`src/rtl/simon32_64_decrypt_if.sv`:
```
// rtl/simon32_64_decrypt_if.sv - ciphertext/key request and plaintext response bundle
//
// Purpose: groups the request (ciphertext + key) and response (plaintext)
// valid/ready handshakes of the Simon32/64 decryption core.
// Signals:
//   in_valid   master->slave  ciphertext/key offered
//   in_ready   slave->master  core can accept
//   ciphertext master->slave  [31:16] = x, [15:0] = y
//   key        master->slave  {k3, k2, k1, k0}
//   out_valid  slave->master  plaintext valid, held until accepted
//   out_ready  master->slave  downstream accepts plaintext
//   plaintext  slave->master  [31:16] = x, [15:0] = y
interface simon32_64_decrypt_if;
  logic        in_valid;
  logic        in_ready;
  logic [31:0] ciphertext;
  logic [63:0] key;
  logic        out_valid;
  logic        out_ready;
  logic [31:0] plaintext;

  modport master (
    output in_valid, ciphertext, key, out_ready,
    input  in_ready, out_valid, plaintext
  );

  modport slave (
    input  in_valid, ciphertext, key, out_ready,
    output in_ready, out_valid, plaintext
  );
endinterface

```
`src/rtl/simon32_64_decrypt.sv`:
```
// rtl/simon32_64_decrypt.sv - iterative Simon32/64 decryption core with round-key cache
//
// Purpose: accepts one ciphertext/key pair, expands the 32-word key schedule
// (one word per cycle, skipped on a cache hit), then runs 32 inverse rounds
// (k31 down to k0, one per cycle) and presents the plaintext until accepted.
// Ports:
//   clk    input  clock
//   reset  input  synchronous, active-high reset
//   bus    slave  request/response handshake bundle (simon32_64_decrypt_if)
module simon32_64_decrypt #(
  parameter bit          KEY_CACHE = 1'b1,
  parameter logic [31:0] Z_SEQ     = 32'hFA2561CD
) (
  input  logic                 clk,
  input  logic                 reset,
  simon32_64_decrypt_if.slave  bus
);

  typedef enum logic [1:0] {IDLE, EXPAND, DECRYPT, DONE} state_e;

  state_e      state_q, state_d;
  logic [4:0]  idx_q, idx_d;          // schedule index in EXPAND, round index in DECRYPT
  logic        tab_valid_q, tab_valid_d;
  logic [15:0] rk_q [32];
  logic [63:0] key_q;
  logic [15:0] x_q, y_q;
  logic [31:0] pt_q;

  logic        accept;
  logic        hit;
  logic [15:0] t_a, t_b, k_new;
  logic [4:0]  zj;
  logic [15:0] rk_cur, f_y, y_new;

  function automatic logic [15:0] rol1(input logic [15:0] a); return {a[14:0], a[15]};    endfunction
  function automatic logic [15:0] rol2(input logic [15:0] a); return {a[13:0], a[15:14]}; endfunction
  function automatic logic [15:0] rol8(input logic [15:0] a); return {a[7:0],  a[15:8]};  endfunction
  function automatic logic [15:0] ror1(input logic [15:0] a); return {a[0],    a[15:1]};  endfunction
  function automatic logic [15:0] ror3(input logic [15:0] a); return {a[2:0],  a[15:3]};  endfunction

  assign hit = KEY_CACHE && tab_valid_q && (bus.key == key_q);

  // Key schedule word for index idx_q (valid while in EXPAND, idx 4..31)
  always_comb begin
    t_a   = ror3(rk_q[idx_q - 5'd1]) ^ rk_q[idx_q - 5'd3];
    t_b   = t_a ^ ror1(t_a);
    zj    = idx_q - 5'd4;
    k_new = ~rk_q[idx_q - 5'd4] ^ t_b ^ {15'd0, Z_SEQ[5'd31 - zj]} ^ 16'h0003;
  end

  // Inverse round: x_new = y, y_new = x ^ f(y) ^ k
  always_comb begin
    rk_cur = rk_q[idx_q];
    f_y    = (rol1(y_q) & rol8(y_q)) ^ rol2(y_q);
    y_new  = x_q ^ f_y ^ rk_cur;
  end

  always_ff @(posedge clk) begin
    if (reset) begin
      state_q     <= IDLE;
      idx_q       <= 5'd0;
      tab_valid_q <= 1'b0;
    end else begin
      state_q     <= state_d;
      idx_q       <= idx_d;
      tab_valid_q <= tab_valid_d;
    end
  end

  always_comb begin
    state_d       = state_q;
    idx_d         = idx_q;
    tab_valid_d   = tab_valid_q;
    accept        = 1'b0;
    bus.in_ready  = 1'b0;
    bus.out_valid = 1'b0;
    unique case (state_q)
      IDLE: begin
        bus.in_ready = 1'b1;
        if (bus.in_valid) begin
          accept = 1'b1;
          if (hit) begin
            state_d = DECRYPT;
            idx_d   = 5'd31;
          end else begin
            tab_valid_d = 1'b0;
            state_d     = EXPAND;
            idx_d       = 5'd4;
          end
        end
      end
      EXPAND: begin
        idx_d = idx_q + 5'd1;
        if (idx_q == 5'd31) begin
          tab_valid_d = 1'b1;
          state_d     = DECRYPT;
          idx_d       = 5'd31;
        end
      end
      DECRYPT: begin
        idx_d = idx_q - 5'd1;
        if (idx_q == 5'd0) begin
          state_d = DONE;
          idx_d   = 5'd0;
        end
      end
      DONE: begin
        bus.out_valid = 1'b1;
        if (bus.out_ready) state_d = IDLE;
      end
      default: state_d = IDLE;
    endcase
  end

  // Round-key table carries no reset; tab_valid_q qualifies its contents
  always_ff @(posedge clk) begin
    if (accept) begin
      rk_q[0] <= bus.key[15:0];
      rk_q[1] <= bus.key[31:16];
      rk_q[2] <= bus.key[47:32];
      rk_q[3] <= bus.key[63:48];
    end else if (state_q == EXPAND) begin
      rk_q[idx_q] <= k_new;
    end
  end

  always_ff @(posedge clk) begin
    if (reset) begin
      key_q <= 64'd0;
      x_q   <= 16'd0;
      y_q   <= 16'd0;
      pt_q  <= 32'd0;
    end else if (accept) begin
      key_q <= bus.key;
      x_q   <= bus.ciphertext[31:16];
      y_q   <= bus.ciphertext[15:0];
    end else if (state_q == DECRYPT) begin
      x_q <= y_q;
      y_q <= y_new;
      if (idx_q == 5'd0) pt_q <= {y_q, y_new};
    end
  end

  assign bus.plaintext = pt_q;

endmodule

```
`src/flat_wrapper.sv`:
```
// flat-port wrapper written by rule: the top's interface ports become plain ports
module simon32_64_decrypt_flat 
#(
  parameter bit          KEY_CACHE = 1'b1,
  parameter logic [31:0] Z_SEQ     = 32'hFA2561CD
)
  (clk, reset, bus_in_valid, bus_ciphertext, bus_key, bus_out_ready, bus_in_ready, bus_out_valid, bus_plaintext);
  simon32_64_decrypt_if bus_i ();
  input  logic clk;
  input  logic reset;
  input wire logic [$bits(bus_i.in_valid)-1:0] bus_in_valid;
  input wire logic [$bits(bus_i.ciphertext)-1:0] bus_ciphertext;
  input wire logic [$bits(bus_i.key)-1:0] bus_key;
  input wire logic [$bits(bus_i.out_ready)-1:0] bus_out_ready;
  output wire logic [$bits(bus_i.in_ready)-1:0] bus_in_ready;
  output wire logic [$bits(bus_i.out_valid)-1:0] bus_out_valid;
  output wire logic [$bits(bus_i.plaintext)-1:0] bus_plaintext;
  assign bus_i.in_valid = bus_in_valid;
  assign bus_i.ciphertext = bus_ciphertext;
  assign bus_i.key = bus_key;
  assign bus_i.out_ready = bus_out_ready;
  assign bus_in_ready = bus_i.in_ready;
  assign bus_out_valid = bus_i.out_valid;
  assign bus_plaintext = bus_i.plaintext;
  simon32_64_decrypt #(.KEY_CACHE(KEY_CACHE), .Z_SEQ(Z_SEQ)) u_core (.clk(clk), .reset(reset), .bus(bus_i));
endmodule
```
`config.mk`:
```
export PLATFORM = sky130hd
export DESIGN_NAME = simon32_64_decrypt_flat
export DESIGN_NICKNAME = d
export VERILOG_FILES = /design/src/rtl/simon32_64_decrypt_if.sv /design/src/rtl/simon32_64_decrypt.sv /design/src/flat_wrapper.sv
export SDC_FILE = /design/constraint.sdc
export NUM_CORES = 2
export LEC_CHECK = 0
export ABC_AREA = 1
export CAP_MARGIN = 10
export CORE_UTILIZATION = 40
export CTS_BUF_LIST = sky130_fd_sc_hd__clkbuf_4
export DETAILED_ROUTE_END_ITERATION = 10
export HOLD_SLACK_MARGIN = 0.1
export SYNTH_ARGS = -nofsm -noshare
export SYNTH_HDL_FRONTEND = slang
export SYNTH_SLANG_ARGS = --single-unit
```
`constraint.sdc`:
```
create_clock -name clk -period 9.3 [get_ports clk]
set_clock_uncertainty 0.1 [all_clocks]
set_input_delay 1.395 -clock clk [delete_from_list [all_inputs] [get_ports clk]]
set_output_delay 1.395 -clock clk [all_outputs]
set_load 0.02 [all_outputs]
```
==> results.md <==
* Crit path max-delay family: simple AND/OR/NAND/NOR gates
* Syn nets at 6,135
* Placer Congestion at 1.04
* Crit path kind: reg -> reg
* IO Count at 134
* CP Cell Sequence: clkinv_8 > ha_4 > buf_4 > buf_4 > nand3_1 > nand2_1 > nand2_1 > nand3_1 > nand3_1 > nand2_1 > inv_2 > nand2_1 > nand2_1 > nand2_1 > nand2_1 > nand2_1 > and2_1
* Final nets at between 6,000 and 7,000
* Post-synth ARST share at 0%
* Largest net degree at the start of global routing at approximately 210
* Synth Warn # at 0
* Worst path bufs/invs at 4
* CTS Root Cell: clkbuf_4
* Max Clk Rate at 152 MHz
* Hold_ws at 0.379 ns
* Layout cells sized above 1 at under 10%
* Crit Path Max Fanout at 102
* Global routing usage on met2 at about half
* Hold Crit Class: reg -> reg
* Met3 GRT Util at 9.70%
* Max incr delay on CP at between 0.9 and 1 ns
* Worst Setup Start Kind: register
* Detailed Place HPWL at 118,000 um
* Final Max Tran Viols at 0
* Critical path's most frequent cell: nand2_1
* Core area at ~110,000 um2
* EDFF count, synth at 512
* Iter 0 DRT Violations at 6,562
* Max cap viols at 0
* WL per Instance at approximately 25 um
* Post-CTS sizing at 0
* Worst-Skew Late Latency at 1.12 ns
* Setup TNS at 0 ns
* Count of hold-fix buffers inserted at cts at 0
* Worst Setup End Kind: register
* Die width at 329 um
* Die Span Y at 329 um
* CTS tree: built
* Num CTS Buffers at 181
* Antenna violations before repair at 5
* Total congestion overflow at 0
* Syn avg cell area at 7.11 um2
* H-tree Lvls at 4
* Clk slew on worst S/H paths at about 0.06 ns
* CP max-delay cell: ha_4
* Status: finished, final reports clean
* Overall routing resource usage at 34.1%
* Gr busiest metal: met2
* Pre-antenna DRT Iters at 9
* Area delta synth->final at 9.76%
* Die ar. at 108,000 um2
* Post-synth cell types at 47
* Placed Cells at 7,191
* Top_reg_cell synth: edfxtp_1
* Core Util, Final at 44.5%
* Worst Max-Slew Pin Slew at 1.43 ns
* Required time worst endpoint at 9.91 ns
* Post-Syn Instances at 6,021
* Fillers at 10,800
* Slew HR at 4.44%
* RSZ-0062 raised after global routing: no
* Number of global-route vias before repair at 41,100
* Area of the mapped netlist at 42,800 um2
* Fin crit period at 6.58 ns
* Vias at around 45,000
* Yosys reg bits at 653
* Initial Util at 40.5%
* DR DRC count at 0
* Setup bufs post-CTS at 0
* Std-Cell Rows at 119
* ANT nets after route at 0
* Post-synthesis sequential area ratio at 42.5%
* Setup violations, final at 0
* First-pass GRT wire length at 271,000 um
* DRT Wirelength at 188,000 um
* Vias per std cell at roughly 6.0
* CTS Buffer Depth at 3
* Period Utilization, post-route at 70.8%
* Buffers added on ports at 133
* CTS Sinks at 653
* Met1 global-route usage at 44.3%
* Fin cells at 7,515
* Worst Path Arrival at 7.19 ns
* Fin. Hold Viols at 0
metal layers:
metal	vias up	share of wire, %
li1	20400	-
met1	20800	39
met2	3029	42
met3	634	13
met4	4	7.0
met5	-	0.015
cell type report:
type	instances	area, um2	share of cell area (%)
Multi-Input combinational cell	4594	21500	45.6
Clock buffer	267	2000	4.26
Antenna cell	1	2.50	0.00532
Clock inverter	56	353	0.750
Inverter	342	1320	2.80
Timing Repair Buffer	211	1930	4.10
Sequential cell	653	18200	38.7
Tap cell	1391	1740	3.70
worst min-delay path, delay by kind of cell (launching register included):
family,cells,cell delay [ns]
buf+inv,1,0.07
flops,1,0.30
compound gates,1,0.06
cells in the mapped netlist, types with 4 or more instances:
cell | instances | area, um2
nand2_1 | 1903 | 7140
nand3_1 | 863 | 4320
o21ai_0 | 610 | 3050
edfxtp_1 | 512 | 15400
nor2_1 | 447 | 1680
inv_1 | 310 | 1160
a21oi_1 | 263 | 1320
clkbuf_1 | 186 | 698
buf_2 | 171 | 856
dfxtp_1 | 141 | 2820
o211ai_1 | 98 | 736
nor3_1 | 91 | 455
o221ai_1 | 74 | 648
xor2_1 | 37 | 324
buf_1 | 28 | 105
nand4_1 | 27 | 169
buf_4 | 26 | 195
inv_2 | 24 | 90.1
o22ai_1 | 23 | 144
xnor2_1 | 22 | 193
buf_6 | 20 | 225
o21ai_1 | 19 | 95.1
or2_2 | 19 | 119
nand2_2 | 15 | 93.8
o21bai_1 | 15 | 113
ha_1 | 14 | 175
nand3b_1 | 12 | 90.1
and2_1 | 8 | 50.1
clkinv_1 | 7 | 26.3
nor4_1 | 5 | 31.3
a31oi_1 | 4 | 25.0
nand3_2 | 4 | 40.0
nor2_2 | 4 | 25.0
placed cells by master (no fill, tap or decap), types with 4 or more instances in the layout:
cell / n
clkdlybuf4s50_1: 133
clkbuf_4: 267
xor2_4: 4
edfxtp_1: 512
xor2_1: 37
bufinv_16: 4
nor2_1: 419
o21ai_0: 610
nand3_2: 4
nand3b_1: 12
nor2_4: 13
inv_1: 305
nor2_2: 19
or2_2: 19
inv_2: 29
nand2_1: 1900
dfxtp_1: 133
o22ai_1: 23
a31oi_1: 4
xnor2_1: 22
o211ai_1: 98
a21oi_1: 263
and2_1: 8
nand3_1: 863
nor4_1: 5
buf_4: 77
o21bai_1: 15
nand2_2: 17
dfxtp_4: 5
clkinv_1: 38
ha_1: 12
o221ai_1: 74
nor3_1: 91
o21ai_1: 19
clkinv_2: 12
nand4_1: 27
stage by stage:
stage          cell area [um2]  setup slack (ns)
3_5_place_dp             44700              2.96
5_1_grt                  47000              2.37
4_1_cts                  47000              2.94
3_3_place_gp             44700              3.02
2_1_floorplan            42800              5.73
6_report                 47000              2.72
logic make-up (layout without fill, tap and decap cells):
kind of cell / count (synthesis) / in the layout / share of synthesized area (%)
adders and majority gates: 14 / 14 / 0.409
other: 0 / 1 / 0
buffers and inverters: 774 / 876 / 7.89
DFF: 653 / 653 / 42.5
AOI/OAI and AO/OA: 1112 / 1112 / 14.5
and+or+nand+nor: 3404 / 3404 / 33.3
xor gates and xnor gates: 64 / 64 / 1.45
path summary, 6_finish.rpt:
| check | startpoint | endpoint | slack [ns] | cells past startpoint |
|---|---|---|---|---|
| min reg2reg | u_core.key_q[11]$_SDFFE_PP0P_ | u_core.key_q[11]$_SDFFE_PP0P_ | 0.38 | 2 |
| max | u_core.idx_q[0]$_SDFFE_PP0P_ | u_core.rk_q[28][6]$_DFFE_PP_ | 2.72 | 17 |
| max reg2reg | u_core.idx_q[0]$_SDFFE_PP0P_ | u_core.rk_q[28][6]$_DFFE_PP_ | 2.72 | 17 |
| min | u_core.key_q[11]$_SDFFE_PP0P_ | u_core.key_q[11]$_SDFFE_PP0P_ | 0.38 | 2 |
registers in the layout (all words and copies together) (netlist names), named ones only:
name and count:
u_core.key_q 64, u_core.bus.plaintext 32, u_core.idx_q 5, u_core.rk_q 512, u_core.tab_valid_q 1, u_core.y_q 16, u_core.state_q 2, u_core.x_q 16
Power is not shown: default switching activity piles up to over one toggle a cycle in this logic, so the estimate is an artifact.
